$ cat config.mk
export PLATFORM = sky130hd
export DESIGN_NAME = axis_pipe_gen
export DESIGN_NICKNAME = d
export VERILOG_FILES = /design/src/rtl/axis_pipe_gen.sv
export SDC_FILE = /design/constraint.sdc
export NUM_CORES = 1
export LEC_CHECK = 0
export BUFFER_PORTS_ARGS = -buffer_cell sky130_fd_sc_hd__buf_4
export CORE_AREA = 2 2 459 461
export CTS_CLUSTER_SIZE = 16
export DETAILED_ROUTE_END_ITERATION = 6
export DIE_AREA = 0 0 461 463
export SLEW_MARGIN = 10
export SYNTH_ARGS = -nofsm -noshare
export SYNTH_HDL_FRONTEND = slang
export SYNTH_SLANG_ARGS = --single-unit
export TNS_END_PERCENT = 10
$ cat constraint.sdc
create_clock -name clk -period 42.1 [get_ports clk]
set_clock_uncertainty 0.15 [all_clocks]
set_input_delay 2.105 -clock clk [delete_from_list [all_inputs] [get_ports clk]]
set_output_delay 2.105 -clock clk [all_outputs]
set_load 0.01 [all_outputs]
$ cat src/rtl/axis_pipe_gen.sv
// Parametrised AXI-Stream register chain: skid, simple or bypass stages, with occupancy and idle.
// Define AXIS_PIPE_PARITY_EN to add per-beat parity, inj_par_err and a sticky parity_err.
module axis_pipe_gen #(
  parameter int unsigned  NUM_PIPELINES  = 1,
  parameter int unsigned  MODE           = 0,
  parameter bit           TREADY_RST_VAL = 1'b0,
  parameter int unsigned  TDATA_WIDTH    = 512,
  parameter int unsigned  TUSER_WIDTH    = 10,
  parameter bit           ENABLE_TKEEP   = 1'b1,
  localparam int unsigned OCC_W          = $clog2(2 * NUM_PIPELINES + 1)
) (
  input  logic                     clk,
  input  logic                     rst_n,
  input  logic                     s_tvalid,
  output logic                     s_tready,
  input  logic [TDATA_WIDTH-1:0]   s_tdata,
  input  logic [TDATA_WIDTH/8-1:0] s_tkeep,
  input  logic                     s_tlast,
  input  logic [TUSER_WIDTH-1:0]   s_tuser,
  output logic                     m_tvalid,
  input  logic                     m_tready,
  output logic [TDATA_WIDTH-1:0]   m_tdata,
  output logic [TDATA_WIDTH/8-1:0] m_tkeep,
  output logic                     m_tlast,
  output logic [TUSER_WIDTH-1:0]   m_tuser,
  output logic [OCC_W-1:0]         occupancy,
  output logic                     idle
`ifdef AXIS_PIPE_PARITY_EN
  ,
  input  logic                     inj_par_err,
  output logic                     parity_err
`endif
);

  localparam int unsigned KW = TDATA_WIDTH / 8;
  localparam int unsigned DW = TDATA_WIDTH + KW + TUSER_WIDTH + 1;
`ifdef AXIS_PIPE_PARITY_EN
  localparam int unsigned PW = DW + 1;
`else
  localparam int unsigned PW = DW;
`endif

  // Index k is the s side of stage k; index NUM_PIPELINES is the chain's m side.
  logic [NUM_PIPELINES:0] w_valid;
  logic [NUM_PIPELINES:0] w_ready;
  logic [PW-1:0]          w_data [NUM_PIPELINES+1];

  logic [KW-1:0] w_s_keep;
  logic [DW-1:0] w_s_beat;
  logic [DW-1:0] w_m_beat;
  logic          w_s_fire;
  logic          w_m_fire;

  assign w_s_keep = ENABLE_TKEEP ? s_tkeep : '1;
  assign w_s_beat = {s_tdata, w_s_keep, s_tuser, s_tlast};
`ifdef AXIS_PIPE_PARITY_EN
  assign w_data[0] = {(^w_s_beat) ^ inj_par_err, w_s_beat};
`else
  assign w_data[0] = w_s_beat;
`endif

  assign w_valid[0]             = s_tvalid;
  assign w_ready[NUM_PIPELINES] = m_tready;
  assign w_m_beat               = w_data[NUM_PIPELINES][DW-1:0];

  assign s_tready = rst_n ? w_ready[0] : TREADY_RST_VAL;
  assign m_tvalid = w_valid[NUM_PIPELINES];
  assign {m_tdata, m_tkeep, m_tuser, m_tlast} = w_m_beat;

  assign w_s_fire = s_tvalid && s_tready;
  assign w_m_fire = m_tvalid && m_tready;

  for (genvar k = 0; k < NUM_PIPELINES; k++) begin : g_stage
    if (MODE == 0) begin : g_skid
      logic          r_main_vld;
      logic          r_skid_vld;
      logic          r_rdy;
      logic [PW-1:0] r_main;
      logic [PW-1:0] r_skid;
      logic          w_in_fire;
      logic          w_main_free;
      logic          w_main_vld_d;
      logic          w_skid_vld_d;

      assign w_in_fire   = w_valid[k] && r_rdy;
      assign w_main_free = !r_main_vld || w_ready[k+1];

      // r_rdy mirrors !skid_vld, so an accept never coincides with a full skid.
      always_comb begin
        w_main_vld_d = 1'b1;
        w_skid_vld_d = 1'b0;
        if (w_main_free) begin
          w_main_vld_d = r_skid_vld || w_in_fire;
        end else begin
          w_skid_vld_d = r_skid_vld || w_in_fire;
        end
      end

      always_ff @(posedge clk or negedge rst_n) begin
        if (!rst_n) begin
          r_main_vld <= 1'b0;
          r_skid_vld <= 1'b0;
          r_rdy      <= TREADY_RST_VAL;
        end else begin
          r_main_vld <= w_main_vld_d;
          r_skid_vld <= w_skid_vld_d;
          r_rdy      <= !w_skid_vld_d;
        end
      end

      always_ff @(posedge clk) begin
        if (w_main_free) begin
          if (r_skid_vld) begin
            r_main <= r_skid;
          end else if (w_in_fire) begin
            r_main <= w_data[k];
          end
        end else if (w_in_fire) begin
          r_skid <= w_data[k];
        end
      end

      assign w_ready[k]   = r_rdy;
      assign w_valid[k+1] = r_main_vld;
      assign w_data[k+1]  = r_main;
    end else if (MODE == 1) begin : g_simple
      logic          r_vld;
      logic [PW-1:0] r_data;
      logic          w_rdy;

      assign w_rdy = !r_vld || w_ready[k+1];

      always_ff @(posedge clk or negedge rst_n) begin
        if (!rst_n) begin
          r_vld <= 1'b0;
        end else if (w_rdy) begin
          r_vld <= w_valid[k];
        end
      end

      always_ff @(posedge clk) begin
        if (w_rdy && w_valid[k]) begin
          r_data <= w_data[k];
        end
      end

      assign w_ready[k]   = w_rdy;
      assign w_valid[k+1] = r_vld;
      assign w_data[k+1]  = r_data;
    end else begin : g_bypass
      assign w_ready[k]   = w_ready[k+1];
      assign w_valid[k+1] = w_valid[k];
      assign w_data[k+1]  = w_data[k];
    end
  end

  if (MODE == 2) begin : g_occ_bypass
    assign occupancy = '0;
  end else begin : g_occ
    logic [OCC_W-1:0] r_occ;
    logic [OCC_W-1:0] w_occ_d;

    always_comb begin
      w_occ_d = r_occ;
      if (w_s_fire && !w_m_fire) begin
        w_occ_d = r_occ + OCC_W'(1);
      end else if (!w_s_fire && w_m_fire) begin
        w_occ_d = r_occ - OCC_W'(1);
      end
    end

    always_ff @(posedge clk or negedge rst_n) begin
      if (!rst_n) begin
        r_occ <= '0;
      end else begin
        r_occ <= w_occ_d;
      end
    end

    assign occupancy = r_occ;
  end

  assign idle = (occupancy == '0) && !s_tvalid;

`ifdef AXIS_PIPE_PARITY_EN
  logic w_par_bad;
  logic r_parity_err;

  // Stored bit plus payload XOR to zero for an intact beat.
  assign w_par_bad = ^w_data[NUM_PIPELINES];

  always_ff @(posedge clk or negedge rst_n) begin
    if (!rst_n) begin
      r_parity_err <= 1'b0;
    end else if (w_m_fire && w_par_bad) begin
      r_parity_err <= 1'b1;
    end
  end

  assign parity_err = r_parity_err;
`endif

endmodule

==> impl_metrics.json, run 1 <==
{
  "status": "completed",
  "timing.final.crit_share_pct": 14.0,
  "start_util_pct": 20.5,
  "clockBufferDepth": 3,
  "max_clock_freq_ghz": 0.170,
  "avgRoutedWirePerCell_um": 23.8,
  "worst-r2r-cell-count": 5,
  "ir_worst_vdd_mv": 0.0385,
  "crit_arrival_ps": 6070,
  "core_area_um2": 209000,
  "n_fill_cell": 20800,
  "drive_gt1_share_pct": 61.6,
  "pwr_density_cell_nw_per_um2": 50.6,
  "cts_made_buffers": 136,
  "clock_sinks": 1179,
  "setup-tns-final_ps": 0,
  "reg2reg_from": "g_stage[0].g_skid.r_skid_vld$_DFF_PN0_",
  "clockRootBuffer": "clkbuf_16",
  "relSlewSlack_pct": 22.2,
  "io_pins": 1183,
  "startpoint_type": "input port",
  "timing.final.hold_violations": 0,
  "reg2reg_slack_ps": 36790,
  "cp.required_ps": 42300,
  "crit_fanout": 77,
  "antenna_left": 0,
  "whs_path_depth": 1,
  "yosysWarnings": 0,
  "io_buffers": 1182,
  "synth.cell_area_um2": 42600,
  "drt-initial-drc-count": 1794,
  "routabilityCongestion": 0.911,
  "cts_tree": "done",
  "area_growth_pct": 38.8,
  "power.leakage_uw": 0.0212,
  "die_y_um": 463,
  "ys_types": 17,
  "overflow": 0,
  "cts_htree_levels": 4,
  "drc_errors": 0,
  "synth_fp_nets": 2441,
  "drt-pass1-iter-count": 5,
  "rows": 168,
  "grtUsageTotal_pct": 12.9,
  "timing.rr.end": "g_stage[0].g_skid.r_main[425]$_DFFE_PP_",
  "cts.hold.buffers_added": 0,
  "post-dp-hpwl_um": 109000,
  "fp.dieW_um": 461,
  "antenna_found_initial": 55,
  "ys_seq_elements": 1179,
  "final_nets": 3722,
  "period_minus_slack_ps": 5880,
  "final_cells": 6052,
  "whs_endpoint": "occupancy[1]$_DFFE_PN0P_",
  "min_path_type": "flop to flop",
  "drv_slew": 0,
  "dp.cells": 5797,
  "syn_avg_cell_area_um2": 23.1,
  "clkTransAtPathRegs_ps": 60,
  "min_from": "occupancy[1]$_DFFE_PN0P_",
  "crit_path_end_kind": "flop",
  "clk_latency_ps": 770,
  "dr_total_vias": 23100,
  "grt_pass1_wl_um": 193000,
  "maxCapViolCount": 0,
  "seq_area_frac_synth_pct": 83.0,
  "vias_per_cell": 3.81,
  "grt_max_degree": 157,
  "grt_pass1_vias": 23800,
  "cts_resized": 0,
  "rsz0062_at_grt": "false",
  "setup_viol": 0,
  "syn-instance-count": 1849,
  "cts_setup_buffers": 0,
  "drt-total-wl_um": 144000,
  "path_class": "input port to flop",
  "worstMarginPinSlew_ps": 1170,
  "dieArea_um2": 213000
}
[per-layer routing]
layer,up-vias,share of wire [%],track usage (%)
li1,10000,-,-
met5,-,0.15,0
met1,11700,40,15.4
met4,34,2.4,3.41
met3,236,12,6.35
met2,1106,46,20.5
[worst max-delay path: stages]
cell     delay [ps]
buf_4           130
a21oi_1         140
a21oi_4         180
buf_4           720
buf_4           730
buf_4           870
buf_4           940
[how the worst max path moves through the flow]
stage / from / end / slack, ps / cells after the start
2_1_floorplan: s_tvalid / g_stage[0].g_skid.r_main[0]$_DFFE_PP_ / 9850 / 2
3_3_place_gp: s_tvalid / g_stage[0].g_skid.r_main[232]$_DFFE_PP_ / 35400 / 7
3_5_place_dp: s_tvalid / g_stage[0].g_skid.r_main[232]$_DFFE_PP_ / 35390 / 7
4_1_cts: s_tvalid / g_stage[0].g_skid.r_main[355]$_DFFE_PP_ / 36250 / 7
5_1_grt: s_tvalid / g_stage[0].g_skid.r_main[425]$_DFFE_PP_ / 35980 / 7
6_report: s_tvalid / g_stage[0].g_skid.r_main[425]$_DFFE_PP_ / 36220 / 7
[area by class of cell]
type	instances	area (um2)	share of cell area, %
clock buffer	158	3530	5.96
multi-input combinational	604	6730	11.4
sequential	1179	35400	59.8
inverter	1	3.75	0.00634
tap	2805	3510	5.93
antenna	9	22.5	0.0380
clock inverter	88	947	1.60
timing repair buffer	1208	9090	15.4
[state kept, by name, indices dropped and copies added, names as in the netlist]
signal and count:
g_stage.g_skid.r_skid 587, occupancy 2, g_stage.g_skid.r_rdy 1, m_tvalid 1
g_stage.g_skid.r_skid_vld 1, g_stage.g_skid.r_main 587
[synth_stat cells, drive strengths merged]
cell / instances / area share (%)
xor2: 2 / 0.041
or2: 1 / 0.015
nor2: 3 / 0.026
inv: 1 / 0.0088
nand2: 4 / 0.035
edfxtp: 1174 / 83
and2: 1 / 0.015
ha: 1 / 0.029
and3: 1 / 0.015
mux2: 587 / 15
dfrtp: 5 / 0.29
xnor2: 1 / 0.021
nor3: 1 / 0.012
buf: 65 / 1.3
a21oi: 2 / 0.023
[cells in the final DEF, fill, tap and decap left out, drive strengths merged]
cell,instances
xnor2,1
and2,1
bufinv,10
clkinv,59
a21oi,2
nor3,1
xor2,2
clkbuf,158
nor2,3
ha,1
and3,1
diode,9
buf,1208
dfrtp,5
inv,12
edfxtp,1174
nand2,4
clkinvlp,8
mux2,587
or2,1
[power breakdown]
group          switching [uW]  internal (uW)  total, uW
clock                     510            674       1180
sequential               38.6           1420       1460
combinational             187            167        354
total                     735           2260       2990
[through the flow]
| stage | hold slack (ps) | area (um2) | utilization [%] | setup WS (ps) | total power, uW |
|---|---|---|---|---|---|
| 2_1_floorplan | 372 | 42600 | - | 9850 | 1730 |
| 3_3_place_gp | 346 | 54700 | 26.2 | 35400 | 1840 |
| 3_5_place_dp | 365 | 54700 | 26.2 | 35390 | 1840 |
| 4_1_cts | 368 | 59200 | 28.4 | 36250 | 3040 |
| 5_1_grt | 386 | 59200 | 28.4 | 35980 | 3110 |
| 6_report | 363 | 59200 | 28.4 | 36220 | 2990 |
[cells by family after synthesis]
logic type | share of synthesized area, %
compound gates | 0.0235
xor+xnor | 0.0616
fa+ha+maj | 0.0293
buf+inv | 1.32
flops | 83.0
mux | 15.5
simple gates | 0.117
(Power assumes the default switching activity.)
==> inputs of run 2 (changes only) <==
clock period = 5.8 ns   (was 42.1 ns; I/O delays follow)
==> impl_metrics.json, run 2 (synthesized netlist as in run 1, its figures left out) <==
{
  "fp.dieW_um": 461,
  "p_sw_uw": 5540,
  "fin_area_um2": 65600,
  "pwr-share-clk_pct": 38.9,
  "vias_per_cell": 3.81,
  "routabilityCongestion": 0.876,
  "drc_errors": 0,
  "antenna_found_initial": 60,
  "intPower_uw": 16800,
  "io_buffers": 1182,
  "setup_viol": 0,
  "dp.cells": 5811,
  "timing.final.crit_share_pct": 53.3,
  "pwr_density_cell_nw_per_um2": 340,
  "dr_total_vias": 25500,
  "avgRoutedWirePerCell_um": 22.4,
  "antenna_left": 0,
  "whs_endpoint": "g_stage[0].g_skid.r_skid[577]$_DFFE_PP_",
  "core_area_um2": 209000,
  "status": "completed",
  "switching_share_pct": 24.8,
  "max_clock_freq_ghz": 0.323,
  "min_path_type": "input port to flop",
  "clock_sinks": 1179,
  "min_from": "s_tdata[502]",
  "crit_fanout": 71,
  "start_util_pct": 20.5,
  "drt-pass1-iter-count": 5,
  "crit_path_end_kind": "flop",
  "dieArea_um2": 213000,
  "worst-r2r-cell-count": 4,
  "cts_tree": "done",
  "drt-initial-drc-count": 1869,
  "pwr-share-seq_pct": 47.4,
  "cp.required_ps": 6080,
  "grt_pass1_wl_um": 205000,
  "drv_slew": 0,
  "rows": 168,
  "power.leakage_uw": 0.0239,
  "overflow": 0,
  "clkTransAtPathRegs_ps": 60,
  "worstMarginPinSlew_ps": 975,
  "crit_arrival_ps": 3370,
  "reg2reg_slack_ps": 2710,
  "grt_max_degree": 135,
  "critical_path.cell_chain": "a21oi_1 > a21oi_4 > buf_12 > buf_4",
  "final_nets": 4341,
  "n_fill_cell": 20200,
  "drive_gt1_share_pct": 52.1,
  "slowest_delay_ps": 780,
  "timing.final.hold_violations": 0,
  "clockRootBuffer": "clkbuf_16",
  "ir_worst_vdd_mv": 0.383,
  "cts_htree_levels": 4,
  "p_comb_share_pct": 13.7,
  "path_class": "flop to flop",
  "clockBufferDepth": 3,
  "clk_latency_ps": 770,
  "period_minus_slack_ps": 3090,
  "maxCapViolCount": 0,
  "place_area_um2": 55000,
  "whs_path_depth": 2,
  "critPathSlowestCell": "dfrtp_4",
  "layout_commonest_cell": "buf_4",
  "timing.rr.end": "g_stage[0].g_skid.r_main[72]$_DFFE_PP_",
  "rsz0062_at_grt": "false",
  "startpoint_type": "flop",
  "grt_pass1_vias": 27300,
  "drt-total-wl_um": 150000,
  "grtUsageTotal_pct": 13.4,
  "cts_made_buffers": 139,
  "final_cells": 6694,
  "cts_setup_buffers": 0,
  "io_pins": 1183,
  "post-dp-hpwl_um": 111000,
  "die_y_um": 463,
  "area_growth_pct": 53.8,
  "relSlewSlack_pct": 35.0,
  "reg2reg_from": "g_stage[0].g_skid.r_skid_vld$_DFF_PN0_",
  "mostFrequentLayoutCells": "buf_4, edfxtp_1, dlygate4sd3_1"
}
run 2: cell count changes in the layout (fill, tap and decap cells not counted), moves of 2 or more:
cell | previous run | this run
clkinv_16 | 6 | 4
clkbuf_16 | 138 | 140
clkinv_1 | 31 | 21
clkinv_4 | 3 | 5
clkbuf_1 | 20 | 32
diode_2 | 9 | 29
dlygate4sd3_1 | 0 | 602
clkinv_8 | 3 | 5
buf_12 | 2 | 15
run 2: critical path, delay by kind of cell, from the launching register on:
kind | cells | cell delay, ps
buffers and inverters | 2 | 810
DFF | 1 | 780
AOI/OAI and AO/OA | 2 | 820
run 2: layout make-up:
cell class	instances	area [um2]	area share (%)
antenna	29	72.6	0.111
tap	2805	3510	5.35
inverter	1	3.75	0.00572
multi-input combinational	604	6730	10.3
clock inverter	80	895	1.36
sequential	1179	35400	53.9
timing repair buffer	1824	15400	23.5
clock buffer	172	3620	5.52
run 2: per-stage QoR:
stage / setup TNS (ps) / utilization [%] / power, uW / setup slack [ps] / hold slack, ps
finish: 0 / 31.5 / 22300 / 2710 / 91.9
global route: 0 / 31.4 / 23200 / 2540 / 19.6
CTS: 0 / 31.4 / 22600 / 2660 / 0.368
detailed placement: 0 / 26.4 / 13500 / 2670 / -45.1
global placement: 0 / 26.4 / 13400 / 2730 / -50.9
floorplan: -5378120 / - / 12000 / -5010 / -156
run 2: power by group through the flow:
stage	logic [uW]	registers [uW]	clock network, uW
6_report	3060	10600	8680
5_1_grt	3270	10600	9250
4_1_cts	3120	10600	8940
3_5_place_dp	2730	10700	0
3_3_place_gp	2710	10700	0
2_1_floorplan	892	11100	0
run 2: worst max-delay path by stage:
stage / cells after the start / end / slack [ps] / from
after floorplan: 2 / g_stage[0].g_skid.r_main[0]$_DFFE_PP_ / -5010 / m_tready
after global placement: 4 / g_stage[0].g_skid.r_main[408]$_DFFE_PP_ / 2730 / g_stage[0].g_skid.r_skid_vld$_DFF_PN0_
after detailed placement: 4 / g_stage[0].g_skid.r_main[381]$_DFFE_PP_ / 2670 / g_stage[0].g_skid.r_skid_vld$_DFF_PN0_
after CTS: 4 / g_stage[0].g_skid.r_main[72]$_DFFE_PP_ / 2660 / g_stage[0].g_skid.r_skid_vld$_DFF_PN0_
after global routing: 4 / g_stage[0].g_skid.r_main[72]$_DFFE_PP_ / 2540 / g_stage[0].g_skid.r_skid_vld$_DFF_PN0_
final: 4 / g_stage[0].g_skid.r_main[72]$_DFFE_PP_ / 2710 / g_stage[0].g_skid.r_skid_vld$_DFF_PN0_
run 2: what timing repair did:
item,in CTS,in global routing
resized for setup,0,0
hold buffers,602,0
setup endpoints to repair,0,0
endpoints found under the hold margin,1197,0
run 2: layer usage:
| metal | vias to the layer above | part of all wire [%] | global-route usage (%) |
|---|---|---|---|
| met3 | 273 | 12 | 6.82 |
| met4 | 28 | 4.5 | 5.93 |
| met2 | 1189 | 45 | 21.1 |
| li1 | 11300 | - | - |
| met5 | - | 0.11 | 0 |
| met1 | 12700 | 38 | 15.3 |
==> inputs of run 3 (changes only) <==
ABC_AREA = 1   (was not set)
CORE_AREA = 2 2 460 462   (was 2 2 459 461)
DIE_AREA = 0 0 462 464   (was 0 0 461 463)
clock period = 3 ns   (was 5.8 ns; I/O delays follow)
==> impl_metrics.json, run 3 <==
{
  "clk_latency_ps": 780,
  "path_class": "flop to flop",
  "pwr_density_cell_nw_per_um2": 619,
  "intPower_uw": 32300,
  "grt_max_degree": 176,
  "timing.rr.end": "g_stage[0].g_skid.r_main[449]$_DFFE_PP_",
  "rsz0062_at_grt": "false",
  "routabilityCongestion": 0.883,
  "timing.final.hold_violations": 0,
  "worst-r2r-cell-count": 5,
  "cts_htree_levels": 4,
  "ys.flop_type": "edfxtp_1",
  "vias_per_cell": 3.98,
  "clock_sinks": 1179,
  "power_uw": 44000,
  "synth.cell_area_um2": 42900,
  "pwr-share-clk_pct": 37.6,
  "crit_arrival_ps": 2770,
  "power.leakage_uw": 0.0291,
  "switching_share_pct": 26.6,
  "yosysWarnings": 0,
  "core_area_um2": 209000,
  "overflow": 0,
  "io_buffers": 1182,
  "syn-instance-count": 3100,
  "synth_enable_flop_cells": 1174,
  "ir_worst_vdd_mv": 0.522,
  "crit_start": "g_stage[0].g_skid.r_skid_vld$_DFF_PN0_",
  "dr_total_vias": 33600,
  "maxCapViolCount": 0,
  "fp.dieW_um": 462,
  "crit_fanout": 115,
  "synth_common_cells": "nand2_1, edfxtp_1, buf_2",
  "synthArstFlopShare_pct": 0.424,
  "synth_area_leaders": "edfxtp_1, nand2_1, buf_2",
  "cts_made_buffers": 137,
  "drc_errors": 0,
  "clkTransAtPathRegs_ps": 60,
  "period_minus_slack_ps": 2260,
  "setup_viol": 0,
  "reg2reg_from": "g_stage[0].g_skid.r_skid_vld$_DFF_PN0_",
  "clockBufferDepth": 3,
  "ys_types": 15,
  "p_sw_uw": 11700,
  "min_path_type": "input port to flop",
  "cts_tree": "done",
  "post-dp-hpwl_um": 126000,
  "timing.final.crit_share_pct": 75.4,
  "p_comb_share_pct": 15.7,
  "drt-pass1-iter-count": 5,
  "status": "completed",
  "avgRoutedWirePerCell_um": 20.9,
  "grt_pass1_wl_um": 245000,
  "antenna_left": 0,
  "drt-total-wl_um": 177000,
  "pwr-share-seq_pct": 46.6,
  "setup-tns-final_ps": 0,
  "synth_fp_nets": 3692,
  "startpoint_type": "flop",
  "synth.most_common_cell": "nand2_1",
  "start_util_pct": 20.5,
  "dieArea_um2": 214000,
  "ys_seq_elements": 1179,
  "grtUsageTotal_pct": 15.9,
  "layout_commonest_cell": "nand2_1",
  "yosys.area.top_type": "edfxtp_1",
  "antenna_found_initial": 113,
  "mostFrequentLayoutCells": "nand2_1, buf_4, edfxtp_1",
  "io_pins": 1183,
  "clockRootBuffer": "clkbuf_16",
  "drv_slew": 0,
  "drive_gt1_share_pct": 26.2,
  "drt-initial-drc-count": 2809,
  "final_nets": 6055,
  "crit_path_end_kind": "flop",
  "seq_area_frac_synth_pct": 82.5,
  "crit_path_end": "g_stage[0].g_skid.r_main[449]$_DFFE_PP_",
  "cp.required_ps": 3510,
  "worstMarginPinSlew_ps": 1220,
  "reg2reg_slack_ps": 740,
  "syn_avg_cell_area_um2": 13.8,
  "yosys.area.top_type_share_pct": 82.2,
  "area_growth_pct": 65.6,
  "cts_setup_buffers": 0,
  "relSlewSlack_pct": 18.8,
  "grt_pass1_vias": 34000,
  "die_y_um": 464,
  "rows": 168,
  "max_clock_freq_ghz": 0.442
}
[run 3: changes by cell type in the layout (fill, tap and decap cells not counted), moves of 8 or more]
cell,previous run,this run
buf_12,15,24
diode_2,29,65
dlygate4sd3_1,602,1104
clkbuf_1,32,16
inv_1,1,9
nand2_1,4,1770
mux2_2,587,0
buf_4,1207,1226
[run 3: worst min-delay path by stage]
stage,start,endpoint,slack [ps],depth (start not counted)
finish,s_tdata[58],g_stage[0].g_skid.r_skid[133]$_DFFE_PP_,50,2
global placement,rst_n,g_stage[0].g_skid.r_skid_vld$_DFF_PN0_,-180,1
global route,s_tdata[437],g_stage[0].g_skid.r_skid[512]$_DFFE_PP_,9,2
CTS,s_tdata[448],g_stage[0].g_skid.r_skid[523]$_DFFE_PP_,0.1,2
floorplan,rst_n,g_stage[0].g_skid.r_rdy$_DFF_PN0_,-300,0
detailed placement,rst_n,occupancy[0]$_DFFE_PN0P_,-180,1
[run 3: per-stage QoR]
stage | utilization, % | hold slack [ps] | setup slack, ps | area [um2] | instances
after CTS | 33.9 | 0.135 | 676 | 70800 | 8375
after global routing | 33.9 | 9.29 | 626 | 70900 | 8411
after detailed placement | 26.5 | -179 | 713 | 55300 | 7025
after floorplan | - | -296 | -7060 | 42900 | 3100
after global placement | 26.5 | -178 | 716 | 55300 | 7025
final | 34.0 | 51.4 | 737 | 71000 | 8441
[run 3: layer usage]
| metal | GRT usage [%] | vias to the layer above | part of all wire (%) | wire length, um |
|---|---|---|---|---|
| met5 | 0 | - | 0.20 | 350 |
| met1 | 18.2 | 16200 | 38 | 67300 |
| li1 | - | 15400 | - | - |
| met3 | 5.68 | 398 | 9.6 | 16900 |
| met2 | 26.0 | 1612 | 47 | 83100 |
| met4 | 7.68 | 58 | 5.1 | 8960 |
[run 3: critical path, cell delays in order (launching register included)]
cell and delay, ps:
dfrtp_4 550, inv_8 120, buf_12 330, buf_4 480
nand2_1 120, nand2_1 90
[run 3: layout make-up]
type	instances	area, um2
Multi-Input combinational cell	1780	6710
Timing Repair Buffer	2354	20700
Inverter	11	52.6
Antenna cell	65	163
Fill cell	20000	138000
Tap cell	2805	3510
Clock inverter	94	968
Clock buffer	153	3490
Sequential cell	1179	35400
[run 3: logic make-up after synthesis]
family,after synthesis,synth area share (%)
and+or+nand+nor,1778,15.6
DFF,1179,82.5
buffers and inverters,141,1.86
xor gates and xnor gates,1,0.0204
adders and majority gates,1,0.0292
[run 3: power by group through the flow]
stage | logic [uW] | registers (uW) | clock network [uW]
finish | 6930 | 20500 | 16500
global route | 7460 | 20600 | 17700
CTS | 6980 | 20500 | 17000
detailed placement | 5680 | 20800 | 0
global placement | 5620 | 20800 | 0
floorplan | 1680 | 21700 | 0
[run 3: what timing repair did]
item                                    CTS  global route
hold buffers                           1103             1
endpoints found under the hold margin  1227             1
gates resized for setup                   0             0
